===== config.mk =====
export PLATFORM = sky130hd
export DESIGN_NAME = ctrl_bubble_stage
export DESIGN_NICKNAME = d
export VERILOG_FILES = /design/src/rtl/ctrl_pkg.sv /design/src/rtl/ctrl_sat_counter.sv /design/src/rtl/ctrl_bubble_stage.sv
export SDC_FILE = /design/constraint.sdc
export NUM_CORES = 1
export LEC_CHECK = 0
export ABC_AREA = 1
export BUFFER_PORTS_ARGS = -buffer_cell sky130_fd_sc_hd__buf_4
export CORE_UTILIZATION = 40
export DETAILED_ROUTE_END_ITERATION = 16
export PLACE_DENSITY_LB_ADDON = 0.2
export REMOVE_ABC_BUFFERS = 1
export SLEW_MARGIN = 20
export SYNTH_ARGS = -nofsm -noshare
export SYNTH_HDL_FRONTEND = slang
export SYNTH_SLANG_ARGS = --single-unit

===== constraint.sdc =====
create_clock -name clk -period 1.5 [get_ports clk]
set_clock_uncertainty 0.2 [all_clocks]
set_input_delay 0.3 -clock clk [delete_from_list [all_inputs] [get_ports clk]]
set_output_delay 0.3 -clock clk [all_outputs]
set_load 0.05 [all_outputs]

===== src/rtl/ctrl_pkg.sv =====
// Shared definitions for the decode/execute control-word stage: field layout,
// default width, NOP word and FSM state encoding.
package ctrl_pkg;

   localparam int CW_DEFAULT = 13;

   // Field layout, MSB first: am | rf_en | alu_op | load | branch_link | s_bit | rw | size | datamem_en
   localparam int AM_OFF     = 11;  localparam int AM_W     = 2;
   localparam int RF_EN_OFF  = 10;  localparam int RF_EN_W  = 1;
   localparam int ALU_OP_OFF = 6;   localparam int ALU_OP_W = 4;
   localparam int LOAD_OFF   = 5;   localparam int LOAD_W   = 1;
   localparam int BL_OFF     = 4;   localparam int BL_W     = 1;
   localparam int S_BIT_OFF  = 3;   localparam int S_BIT_W  = 1;
   localparam int RW_OFF     = 2;   localparam int RW_W     = 1;
   localparam int SIZE_OFF   = 1;   localparam int SIZE_W   = 1;
   localparam int DMEM_OFF   = 0;   localparam int DMEM_W   = 1;

   localparam logic [CW_DEFAULT-1:0] CTRL_NOP = '0;

   typedef enum logic [0:0] {
      RUN    = 1'b0,
      BUBBLE = 1'b1
   } state_e;

endpackage


===== src/rtl/ctrl_sat_counter.sv =====
// Saturating up-counter with synchronous active-low clear.
module ctrl_sat_counter #(
   parameter int W = 16
) (
   input  logic         clk,
   input  logic         rst_n,
   input  logic         inc_i,
   output logic [W-1:0] count_o
);

   logic [W-1:0] cnt_d, cnt_q;

   always_comb begin
      cnt_d = cnt_q;
      if (inc_i && (cnt_q != {W{1'b1}})) cnt_d = cnt_q + 1'b1;
   end

   always_ff @(posedge clk) begin
      if (!rst_n) cnt_q <= '0;
      else        cnt_q <= cnt_d;
   end

   assign count_o = cnt_q;

endmodule


===== src/rtl/ctrl_bubble_stage.sv =====
// Registered decode->execute control stage with load-use bubble insertion,
// flush squash and stall hold. CTRL_BUBBLE_STATS_EN adds bubble_count_out.
module ctrl_bubble_stage
   import ctrl_pkg::*;
#(
   parameter int            CW            = CW_DEFAULT,
   parameter int            BUBBLE_CYCLES = 1,
   parameter logic [CW-1:0] NOP_WORD      = {CW{1'b0}}
) (
   input  logic          clk,
   input  logic          rst_n,
   input  logic [CW-1:0] ctrl_in,
   input  logic          hazard_in,
   input  logic          flush_in,
   input  logic          stall_in,
   output logic [CW-1:0] ctrl_out,
   output logic          valid_out,
   output logic          freeze_out,
   output logic          bubble_active_out
`ifdef CTRL_BUBBLE_STATS_EN
   ,
   output logic [15:0]   bubble_count_out
`endif
);

   generate
      if (BUBBLE_CYCLES < 1 || BUBBLE_CYCLES > 15) begin : g_bad_bubble_cycles
         $error("ctrl_bubble_stage: BUBBLE_CYCLES must be in 1..15");
      end
   endgenerate

   localparam logic [3:0] CNT_LOAD = 4'(BUBBLE_CYCLES - 1);
   localparam bit         MULTI    = (BUBBLE_CYCLES > 1);

   state_e        state_d, state_q;
   logic [3:0]    cnt_d, cnt_q;
   logic [CW-1:0] ctrl_d, ctrl_q;
   logic          valid_d, valid_q;

   always_comb begin
      state_d = state_q;
      cnt_d   = cnt_q;
      ctrl_d  = ctrl_q;
      valid_d = valid_q;
      if (flush_in) begin
         state_d = RUN;
         cnt_d   = '0;
         ctrl_d  = NOP_WORD;
         valid_d = 1'b0;
      end else if (!stall_in) begin
         case (state_q)
            RUN: begin
               if (hazard_in) begin
                  ctrl_d  = NOP_WORD;
                  valid_d = 1'b0;
                  if (MULTI) begin
                     cnt_d   = CNT_LOAD;
                     state_d = BUBBLE;
                  end
               end else begin
                  ctrl_d  = ctrl_in;
                  valid_d = 1'b1;
               end
            end
            BUBBLE: begin
               ctrl_d  = NOP_WORD;
               valid_d = 1'b0;
               cnt_d   = cnt_q - 4'd1;
               if (cnt_q == 4'd1) state_d = RUN;
            end
            default: state_d = RUN;
         endcase
      end
   end

   always_ff @(posedge clk) begin
      if (!rst_n) begin
         state_q <= RUN;
         cnt_q   <= '0;
         ctrl_q  <= NOP_WORD;
         valid_q <= 1'b0;
      end else begin
         state_q <= state_d;
         cnt_q   <= cnt_d;
         ctrl_q  <= ctrl_d;
         valid_q <= valid_d;
      end
   end

   // Stall freezes upstream even when a flush is present; bubble terms do not.
   assign freeze_out = stall_in |
                       (~flush_in & ((state_q == BUBBLE) | ((state_q == RUN) & hazard_in)));

   assign ctrl_out          = ctrl_q;
   assign valid_out         = valid_q;
   assign bubble_active_out = (state_q == BUBBLE);

`ifdef CTRL_BUBBLE_STATS_EN
   logic bubble_load;
   assign bubble_load = ~flush_in & ~stall_in &
                        ((state_q == BUBBLE) | ((state_q == RUN) & hazard_in));

   ctrl_sat_counter #(.W(16)) u_stats (
      .clk     (clk),
      .rst_n   (rst_n),
      .inc_i   (bubble_load),
      .count_o (bubble_count_out)
   );
`else
`endif

endmodule


Yosys cells after proc, flatten, opt, wreduce, memory -nomap -nowiden
Index checks and enable logic that the tools add are counted.
{"block": "totals", "latchBits": 0, "inputBits": 18, "romBits": 0, "reg_bits": 19, "output_inout_bits": 16, "elab_cells": 22, "n_memories": 0, "ram_bits": 0}
{"block": "op_classes", "n_eq_ne": 1, "shifts": 0, "div_mod_pow": 0, "n_addsub": 1, "mul": 0, "n_lt_le_gt_ge": 0, "bitwise": 8, "n_mux": 6, "reduce_logical": 2}
{"cell": "$pmux W13 S2", "count": 1}
{"cell": "$mux W13", "count": 1}
{"cell": "$eq A4 B1 Y1 const B", "count": 1}
{"cell": "$not A1 Y1", "count": 4}
{"cell": "$sub A4 B1 Y4 const B", "count": 1}
{"cell": "$mux W1", "count": 3}
{"cell": "$and A1 B1 Y1", "count": 2}
{"cell": "$or A1 B1 Y1", "count": 2}
{"cell": "$pmux W1 S2", "count": 1}
{"cell": "$reduce_and A2 Y1", "count": 1}
{"cell": "$reduce_or A2 Y1", "count": 1}

Longest topological paths before layout
Gate-level depths: netlist of run 1.
{"block": "depth", "ltp_word": 5, "mapped_depth": 6, "ltp_nobuf": 5}

Worst setup path before layout of run 1
Ideal clock, no wire load.
{"block": "synth_path", "kind": "reg2out", "startpoint": "reg state_q, in the netlist bubble_active_out", "endpoint": "out freeze_out", "stages_incl_launch_ff": 4, "slack_ps": -728, "required_ps": 1000, "n_path_buf": 1, "arrival_time_ps": 1728, "path_cell_list": "dfxtp_1 > nor3_4 > buf_6 > a21oi_1"}
{"block": "synth_between", "elab_chain_len": 5}
{"element": "start, declared", "line": "ctrl_bubble_stage.sv:35", "source": "state_e state_d, state_q;"}
{"element": "start signal, assigned", "line": "ctrl_bubble_stage.sv:83", "source": "state_q <= state_d;"}
{"element": "$not A1 Y1"}
{"element": "$and A1 B1 Y1", "line": "ctrl_bubble_stage.sv:92", "source": "(~flush_in & ((state_q == BUBBLE) | ((state_q == RUN) & hazard_in)));"}
{"element": "$or A1 B1 Y1 *", "line": "ctrl_bubble_stage.sv:92"}
{"element": "$and A1 B1 Y1 *", "line": "ctrl_bubble_stage.sv:92"}
{"element": "$or A1 B1 Y1 *", "line": "ctrl_bubble_stage.sv:91", "source": "assign freeze_out = stall_in |"}
{"element": "end, declared", "line": "ctrl_bubble_stage.sv:18", "source": "output logic freeze_out,"}
Mark *: on every way between the ends. The rest lies on a longest branch, timed or not.

Worst setup path after layout of run 1
Same ends and word-level chain as after synthesis.

==> run metrics, run 1 <==
diode count 0; number of synthesized register bits 19; Worst Path Required 1.00 ns; Power Internal 673.0 uW; Via density 4.596; slew of the pin with the lowest slew margin 0.2776 ns; Hold WC Path Type in2reg; Filler cells 163; CTS Sinks 19; Synth Area per Inst 8.107 um2; Via Count 740; share of layout cells above drive strength 1 0.4044; Clock transition at path regs 0.11 ns; dpl cells 155; fin nets 157; Synth Instances 96; slowest cell delay on critical path 0.37 ns; sequential share of power 0.556; top cell family by delay on the critical path flip-flops; largest net degree at the start of global routing 15; Placer Congestion 0.7368; status finished with violations; HPWL after DPL 1202 um; Inserted Clock Buffers 3; first-pass GRT wire length 2663 um; Buf+Inv Stages, Crit Path 1; setup ws final -0.01929 ns; Final Cycle Share 1.013; Final setup violation count 1; worst reg-to-reg path cell count 6; Synth top area share 0.4887; # rows 15; reg2reg end cnt_q[3]$_SDFFE_PP0P_; CP endpoint kind primary output; reg2reg start bubble_active_out$_SDFFE_PP0N_; Pins Over Slew Limit 0; gr ovfl total 0; final WL 1674 um; post-route ant nets 0; First-pass DRT Iterations 2; Hold Crit Depth 3; synth top area cells dfxtp_1, nand2_1, a21oi_2; ys flop type dfxtp_1; Core ar. 1783 um2; RSZ-0062 raised after global routing yes; starting density of the core 0.4365; Setup CP Type reg2out; vias in the first global route 668; Final Hold Fails 0; per-cell routed wire length 10.40 um; synthesized cell area 778.2 um2; P_leak 0.0004785 uW; Pwr Density 825.0 nW/um2; WP depth 3; Total GRT Usage 0.1816; I/O pin count 34; Psw 251.9 uW; Hold Path End ctrl_out[4]$_SDFFE_PP0N_; Clock Tree Root clkbuf_4; Rel. slew slack 0.8142; EDFF count, synth 0; I/O Buffers 33; max-cap violation count 0; part of the power in the clock network 0.287; FF-to-FF setup slack 0.18 ns; Synth async-reset ratio 0; Final Hold Slack 0.03990 ns; CP max-delay cell dfxtp_4; fin crit period 1.519 ns; Syn-to-layout area delta 44.05%; Fmax 658.2 MHz; Critical Path AT 1.02 ns; most numerous cell in the Yosys netlist nand2_1; startpoint types register; worst hold start ctrl_in[4]; Yosys top cell by area dfxtp_1; non-filler cells, final 161; TritonCTS clock tree yes; H-tree levels 1; failing checks negative setup slack; Peak supply drop 536.1 uV; Logic pwr share 0.157; cell chain of the critical path nor3_4 > a21oi_2 > buf_6; initial antenna violation count 0; DRC violations left 0; total power 924.9 uW; most common library cells after synthesis nand2_1, dfxtp_1, a21oi_1; CTS max path bufs 2; Crit Path Max Fanout 2; clock latency at the later pin of the worst-skew pair 0.30 ns; Yosys cell types 15; Ys Warns 0; Die Ht 46.11 um; die area 2126 um2; post-synthesis sequential area ratio 0.4887; Iter 0 DRT Violations 7; sw frac 0.2724; Fin Setup TNS -0.01929 ns; cts hold-fix bufs 0; Util after Layout 0.6288; die width 46.11 um
placed cells by master (no fill, tap or decap):
cell type  netlist  layout
a21oi_1         10       9
ha_1             2       2
dfxtp_4          0       1
nor3_1           2       2
a21oi_2          8       9
buf_4            0      38
nand4_1          1       1
dfxtp_1         19      18
inv_1            8       8
buf_6            2       2
clkinv_2         0       1
nor3_4           1       1
nor2_1           7       7
o21ai_0          2       2
clkbuf_4         0       3
nand3_1          2       2
nand2_1         30      30
area by class of cell:
cell class	instances	area [um2]	share of cell area
Multi-Input combinational cell	65	340.3	0.3036
Inverter	8	30.03	0.02679
Clock buffer	3	22.52	0.02009
Timing Repair Buffer	40	307.8	0.2746
Clock inverter	1	5.005	0.004464
Tap cell	25	31.28	0.02790
Sequential cell	19	384.1	0.3426
worst register-to-register path, delay by kind of cell, from the launching register on:
family	cells	cell delay (ns)
buf+inv	2	0.18
flops	1	0.37
simple gates	4	0.47
metrics by stage:
step	area [um2]	setup WS, ns
after detailed placement	1064	0.1031
after global placement	1064	0.1235
final	1121	-0.01929
after floorplan	747.0	-0.6545
after CTS	1117	-0.005772
after global routing	1121	-0.06988
sequential cells by signal, summed over array words and instances (netlist names):
register and count:
ctrl_out 13, cnt_q 4, bubble_active_out 1, valid_out 1
kinds of logic (layout without fill, tap and decap cells):
family / Yosys count / after routing / share of synthesized area
compound gates: 20 / 20 / 0.1672
simple gates: 43 / 43 / 0.2331
flops: 19 / 19 / 0.4887
buf+inv: 12 / 52 / 0.07877
fa+ha+maj: 2 / 2 / 0.03215
worst max-delay path by stage:
stage	from	endpoint	slack, ns
final	bubble_active_out$_SDFFE_PP0N_	freeze_out	-0.02
after floorplan	bubble_active_out$_SDFFE_PP0N_	freeze_out	-0.65
after global placement	stall_in	freeze_out	0.12
after global routing	bubble_active_out$_SDFFE_PP0N_	freeze_out	-0.07
after detailed placement	stall_in	freeze_out	0.10
after CTS	bubble_active_out$_SDFFE_PP0N_	freeze_out	-0.006
routing by layer:
layer	wire, um	share of wire	global-route usage	up-vias
li1	-	-	-	386
met4	25	0.015	0.09412	0
met1	785	0.47	0.2179	324
met5	0	0	0	-
met2	764	0.46	0.2930	26
met3	99	0.059	0.05098	4
repair_timing:
item                       CTS  global route
setup buffers                2             0
setup endpoints to repair    1             2
resized for setup            4             1
pin swaps                    1             0
power groups by stage:
stage          Clock (uW)  Combinational, uW  Sequential (uW)
2_1_floorplan           0               39.0              554
3_3_place_gp            0                138              528
3_5_place_dp            0                140              527
4_1_cts               267                145              514
5_1_grt               292                157              515
6_report              265                145              514
No activity file was read; power rests on OpenSTA's default activity.
==> run 2, diff against run 1 <==
--- a/config.mk
+++ b/config.mk
@@ -5,7 +5,6 @@
 export SDC_FILE = /design/constraint.sdc
 export NUM_CORES = 1
 export LEC_CHECK = 0
-export ABC_AREA = 1
 export BUFFER_PORTS_ARGS = -buffer_cell sky130_fd_sc_hd__buf_4
 export CORE_UTILIZATION = 40
 export DETAILED_ROUTE_END_ITERATION = 16
==> run 2 against run 1 <==
The flow still finishes with violations (negative setup slack). Setup slack better by 0.017 ns. Total power is 2.3% lower. Clock power fell by 6%. Sequential cell count did not move. Largest cell class unchanged. Largest power group unchanged. Highest routed layer unchanged.
==> run metrics, run 2 <==
status finished with violations; failing checks negative setup slack; first-pass GRT wire length 2387 um (-10%); gr ovfl total 0 (unchanged); Die Ht 45.03 um (-2.3%); total power 903.9 uW (-2.3%); DRC violations left 0 (unchanged); Power Internal 670.9 uW (-0.31%); post-route ant nets 0 (unchanged); Yosys cell types 22 (+7); Pwr Density 857.0 nW/um2 (+3.9%); slew of the pin with the lowest slew margin 0.2937 ns (+0.01606 ns); most common cell after layout, fill and taps aside buf_4; Rel. slew slack 0.8042 (-0.01003); synth top area cells dfxtp_1, a22oi_1, nor2_1; Worst Path Required 1.00 ns (about the same); Hold WC Path Type in2reg; Critical Path AT 1.00 ns (-0.02 ns); Synth async-reset ratio 0 (unchanged); Peak supply drop 383.0 uV (-29%); part of the power in the clock network 0.276 (-0.011); P_leak 0.0004496 uW (-6.0%); cts hold-fix bufs 0 (unchanged); I/O pin count 34 (unchanged); commonest cells after routing, fill and taps aside buf_4, nor2_1, dfxtp_1; fin area 1055 um2 (-5.9%); most common library cells after synthesis dfxtp_1, nor2_1, a22oi_1; largest net degree at the start of global routing 15 (unchanged); die area 2028 um2 (-4.6%); Ys Warns 0 (unchanged); Setup crit start bubble_active_out$_SDFFE_PP0N_; Placed Area 1005 um2 (-5.5%); startpoint types register; First-pass DRT Iterations 4 (+2); CTS Sinks 19 (unchanged); die width 45.03 um (-2.3%); Final setup violation count 1 (unchanged); Via Count 657 (-11%); per-cell routed wire length 11.46 um (+10%); initial antenna violation count 0 (unchanged); Inserted Clock Buffers 3 (unchanged); CP endpoint kind primary output; share of layout cells above drive strength 1 0.4107 (+0.006303); ys flop type dfxtp_1; fin nets 133 (-15%); worst hold start ctrl_in[5]; # rows 15 (unchanged); most numerous cell in the Yosys netlist dfxtp_1; Via density 4.796 (+4.3%); post-synthesis sequential area ratio 0.5135 (+0.02477); Logic pwr share 0.155 (-0.002); vias in the first global route 590 (-12%); setup ws final -0.001841 ns (+0.01745 ns); sw frac 0.2578 (-0.01461); Core ar. 1727 um2 (-3.2%); Clock Tree Root clkbuf_4; number of flip-flops in the largest register 13 (unchanged); fin crit period 1.502 ns (-0.01745 ns); Clock transition at path regs 0.11 ns (about the same); EDFF count, synth 0 (unchanged); Fmax 665.8 MHz (+1.2%); Final Hold Slack 0.03135 ns (-0.008547 ns); Iter 0 DRT Violations 7 (unchanged); RSZ-0062 raised after global routing yes; Final Hold Fails 0 (unchanged); Crit Path Max Fanout 2 (unchanged); max-cap violation count 0 (unchanged); H-tree levels 1 (unchanged); Total GRT Usage 0.1621 (-0.01952); Filler cells 167 (+2.5%); Yosys top cell by area dfxtp_1; CTS max path bufs 2 (unchanged); Placer Congestion 0.7683 (+4.3%); HPWL after DPL 1113 um (-7.4%); I/O Buffers 33 (unchanged); Syn-to-layout area delta 42.40%; starting density of the core 0.4290 (-0.007506); number of synthesized register bits 19 (unchanged); clock latency at the later pin of the worst-skew pair 0.28 ns (-0.02 ns); Setup CP Type reg2out; Pins Over Slew Limit 0 (unchanged); Synth top area share 0.5135 (+0.02477); synthesized cell area 740.7 um2 (-4.8%); Synth Area per Inst 9.746 um2 (+20%); Fin Setup TNS -0.001841 ns (+0.01745 ns); diode count 0 (unchanged); final WL 1570 um (-6.2%); reg2reg start bubble_active_out$_SDFFE_PP0N_; Synth Instances 76 (-21%); Final Cycle Share 1.001 (-0.01163); Psw 233.0 uW (-7.5%); sequential share of power 0.569 (+0.013); TritonCTS clock tree yes
[run 2: worst paths after layout]
path / end / slack (ns) / cells past startpoint
max: freeze_out / -0.002 / 3
min: ctrl_out[5]$_SDFFE_PP0N_ / 0.03 / 3
max reg2reg: cnt_q[1]$_SDFFE_PP0P_ / 0.23 / 4
min reg2reg: bubble_active_out$_SDFFE_PP0N_ / 0.30 / 2
[run 2: cell families (layout without fill, tap and decap cells)]
kind of cell             Yosys count  count (layout)  share of synthesized area
adder cells (fa/ha/maj)            2               2                    0.03378
buffers and inverters             10              46                    0.07602
AND/OR/NAND/NOR                   25              25                     0.1672
flip-flops                        19              19                     0.5135
AO/OA/AOI/OAI                     18              18                     0.1858
XOR/XNOR                           2               2                    0.02365
[run 2: repair_timing]
item | 4_1_cts | 5_1_grt
buffers inserted | 1 | 0
setup endpoints to repair | 1 | 2
resized for setup | 2 | 3
pin swaps | 1 | 0
cloned | 0 | 0
[run 2: worst max-delay path: stages (launching register included)]
cell     delay, ns
dfxtp_4       0.37
nor3_4        0.04
a21oi_2       0.12
buf_6         0.18
[run 2: area by class of cell]
cell class                 instances  area, um2  share of cell area
clock buffer                       3      22.52             0.02135
clock inverter                     1      5.005            0.004745
inverter                           5      18.77             0.01779
multi-input combinational         47      307.8              0.2918
sequential                        19      384.1              0.3642
tap                               25      31.28             0.02966
timing repair buffer              37      285.3              0.2705
[run 2: power by group through the flow]
| stage | Sequential [uW] | Combinational [uW] | Clock (uW) |
|---|---|---|---|
| after floorplan | 554 | 37.5 | 0 |
| after global placement | 527 | 135 | 0 |
| after detailed placement | 528 | 137 | 0 |
| after CTS | 514 | 137 | 262 |
| after global routing | 515 | 149 | 284 |
| final | 514 | 140 | 249 |
[run 2: routing by layer]
metal,vias to the layer above,global-route usage,share of wire
met5,-,0,0
met4,0,0.09697,0.0064
met3,2,0.02800,0.050
met2,20,0.2638,0.50
met1,304,0.1990,0.44
li1,331,-,-
[run 2: through the flow]
step                      worst slack, ns  instances    util
after global routing             -0.07440        137  0.6109
final                           -0.001841        137  0.6109
after floorplan                   -0.6677         71       -
after CTS                        -0.03886        137  0.6043
after detailed placement           0.1231        132  0.5819
after global placement             0.1236        132  0.5819
==> run 3, diff against run 2 <==
==> constraint.sdc (replaced) <==
create_clock -name clk -period 1.5 [get_ports clk]
set_clock_uncertainty 0.2 [all_clocks]
set_input_delay 0.075 -clock clk [delete_from_list [all_inputs] [get_ports clk]]
set_output_delay 0.075 -clock clk [all_outputs]
set_load 0.05 [all_outputs]
==> run 3 against run 2 <==
Largest power group unchanged. Register-to-register slack worse by 0.05 ns. Sequential share of layout area is 4.9 points lower. Largest cell class is now buffers. Core utilization is 9.1 points higher. The flow finishes with violations (negative hold slack). Clock power is 4% higher. Cell count is 12% higher. Sequential cell count stayed put.
==> run metrics, run 3 (same netlist as run 2, synthesis figures left out) <==
status finished with violations; CTS Sinks 19 (unchanged); max-cap violation count 0 (unchanged); Pins Over Slew Limit 0 (unchanged); reg2reg start bubble_active_out$_SDFFE_PP0N_; Final setup violation count 0 (-1); diode count 0 (unchanged); CP endpoint kind primary output; H-tree levels 1 (unchanged); Crit Path Max Fanout 4 (+2); First-pass DRT Iterations 4 (unchanged); Setup crit end freeze_out; slew of the pin with the lowest slew margin 0.3526 ns (+0.05893 ns); Inserted Clock Buffers 3 (unchanged); Worst Path Required 1.22 ns (+0.22 ns); # rows 15 (unchanged); Final Hold Slack -0.002946 ns (-0.03429 ns); vias in the first global route 643 (+9.0%); DRC violations left 0 (unchanged); post-route ant nets 0 (unchanged); Core ar. 1727 um2 (unchanged); Clock Tree Root clkbuf_4; Final Hold Fails 1 (+1); CTS max path bufs 2 (unchanged); Iter 0 DRT Violations 7 (unchanged); Pwr Density 787.1 nW/um2 (-8.2%); failing checks negative hold slack; Rel. slew slack 0.7649 (-0.03929); startpoint types primary input; Critical Path AT 1.22 ns (+0.22 ns); first-pass GRT wire length 2739 um (+15%); starting density of the core 0.4290 (unchanged); fin crit period 1.497 ns (-0.004431 ns); Filler cells 142 (-15%); Clock transition at path regs 0.11 ns (about the same); final WL 1828 um (+16%); I/O pin count 34 (unchanged); initial antenna violation count 0 (unchanged); clock latency at the later pin of the worst-skew pair 0.29 ns (about the same); Placer Congestion 0.7152 (-6.9%); most common cell after layout, fill and taps aside buf_4; Fin Setup TNS 0 ns (+0.001841 ns); Via Count 711 (+8.2%); Syn-to-layout area delta 63.51%; fin nets 149 (+12%); TritonCTS clock tree yes; Setup crit start hazard_in; total power 953.3 uW (+5.5%); reg2reg end ctrl_out[5]$_SDFFE_PP0N_; largest net degree at the start of global routing 20 (+5); Via density 4.647 (-3.1%); worst reg-to-reg path cell count 5 (+1); Fmax 667.8 MHz (+0.30%); die area 2028 um2 (unchanged); gr ovfl total 0 (unchanged); HPWL after DPL 1121 um (+0.75%); Peak supply drop 439.5 uV (+15%); per-cell routed wire length 11.95 um (+4.3%); FF-to-FF setup slack 0.18 ns (-0.05 ns); P_leak 0.0005168 uW (+15%); commonest cells after routing, fill and taps aside buf_4, nor2_1, dfxtp_1; Die Ht 45.03 um (unchanged); Setup CP Type in2out; Final Cycle Share 0.9983 (-0.002954); die width 45.03 um (unchanged); I/O Buffers 33 (unchanged); share of layout cells above drive strength 1 0.3594 (-0.05134); Hold WC Path Type in2reg; Total GRT Usage 0.1891 (+0.02705); number of flip-flops in the largest register 13 (unchanged)
[run 3: cell count changes in the layout (fill, tap and decap cells not counted)]
cell / previous run / this run
dfxtp_2: 0 / 1
a21oi_2: 1 / 0
dlygate4sd3_1: 0 / 15
dfxtp_4: 1 / 0
a21oi_1: 1 / 2
buf_12: 0 / 1
buf_4: 35 / 37
buf_6: 2 / 0
[run 3: worst max-delay path, stage by stage]
cell,delay (ns)
dlygate4sd3_1,0.53
buf_4,0.14
nor3_4,0.18
a21oi_1,0.09
buf_4,0.20
[run 3: layout make-up]
type	count	area, um2	area share
multi-input combinational	47	304.0	0.2510
clock inverter	1	5.005	0.004132
timing repair buffer	53	447.9	0.3698
sequential	19	381.6	0.3151
inverter	5	18.77	0.01550
tap	25	31.28	0.02583
clock buffer	3	22.52	0.01860
[run 3: what timing repair did]
action                                 4_1_cts  5_1_grt
endpoints found under the hold margin       14        1
cloned                                       0        0
pin swaps                                    1        1
hold buffers                                14        1
gates resized for setup                      0        1
setup endpoints to repair                    1        1
buffers inserted                             0        2
[run 3: stage by stage]
step	cells	instance area, um2	hold slack (ns)	setup slack [ns]	utilization
2_1_floorplan	71	703.2	0.004490	-0.4427	-
3_3_place_gp	132	1017	0.09851	0.2711	0.5891
3_5_place_dp	132	1017	0.1134	0.2393	0.5891
4_1_cts	150	1185	-0.04528	0.01005	0.6862
5_1_grt	153	1211	0.03085	-0.03265	0.7014
6_report	153	1211	-0.002946	0.002590	0.7014
[run 3: power breakdown]
part           switching [uW]  internal (uW)  leakage [uW]  total (uW)
Combinational            86.1           91.7      0.000345         178
Clock                     160           99.3     0.0000177         259
Sequential               4.33            512      0.000154         516
Total                     250            703      0.000517         953
[run 3: worst min-delay path by stage]
stage / end / slack, ns / from / cells after the start
2_1_floorplan: ctrl_out[10]$_SDFFE_PP0N_ / 0.004 / ctrl_in[10] / 2
3_3_place_gp: ctrl_out[10]$_SDFFE_PP0N_ / 0.1 / ctrl_in[10] / 3
3_5_place_dp: ctrl_out[5]$_SDFFE_PP0N_ / 0.11 / ctrl_in[5] / 3
4_1_cts: ctrl_out[10]$_SDFFE_PP0N_ / -0.05 / hazard_in / 4
5_1_grt: bubble_active_out$_SDFFE_PP0N_ / 0.03 / stall_in / 3
6_report: bubble_active_out$_SDFFE_PP0N_ / -0.003 / stall_in / 3
[run 3: routing by layer]
| layer | vias to the layer above | part of all wire | global-route usage |
|---|---|---|---|
| met1 | 322 | 0.42 | 0.2250 |
| met5 | - | 0 | 0 |
| li1 | 365 | - | - |
| met4 | 0 | 0.0077 | 0.1030 |
| met2 | 22 | 0.52 | 0.3275 |
| met3 | 2 | 0.042 | 0.02400 |
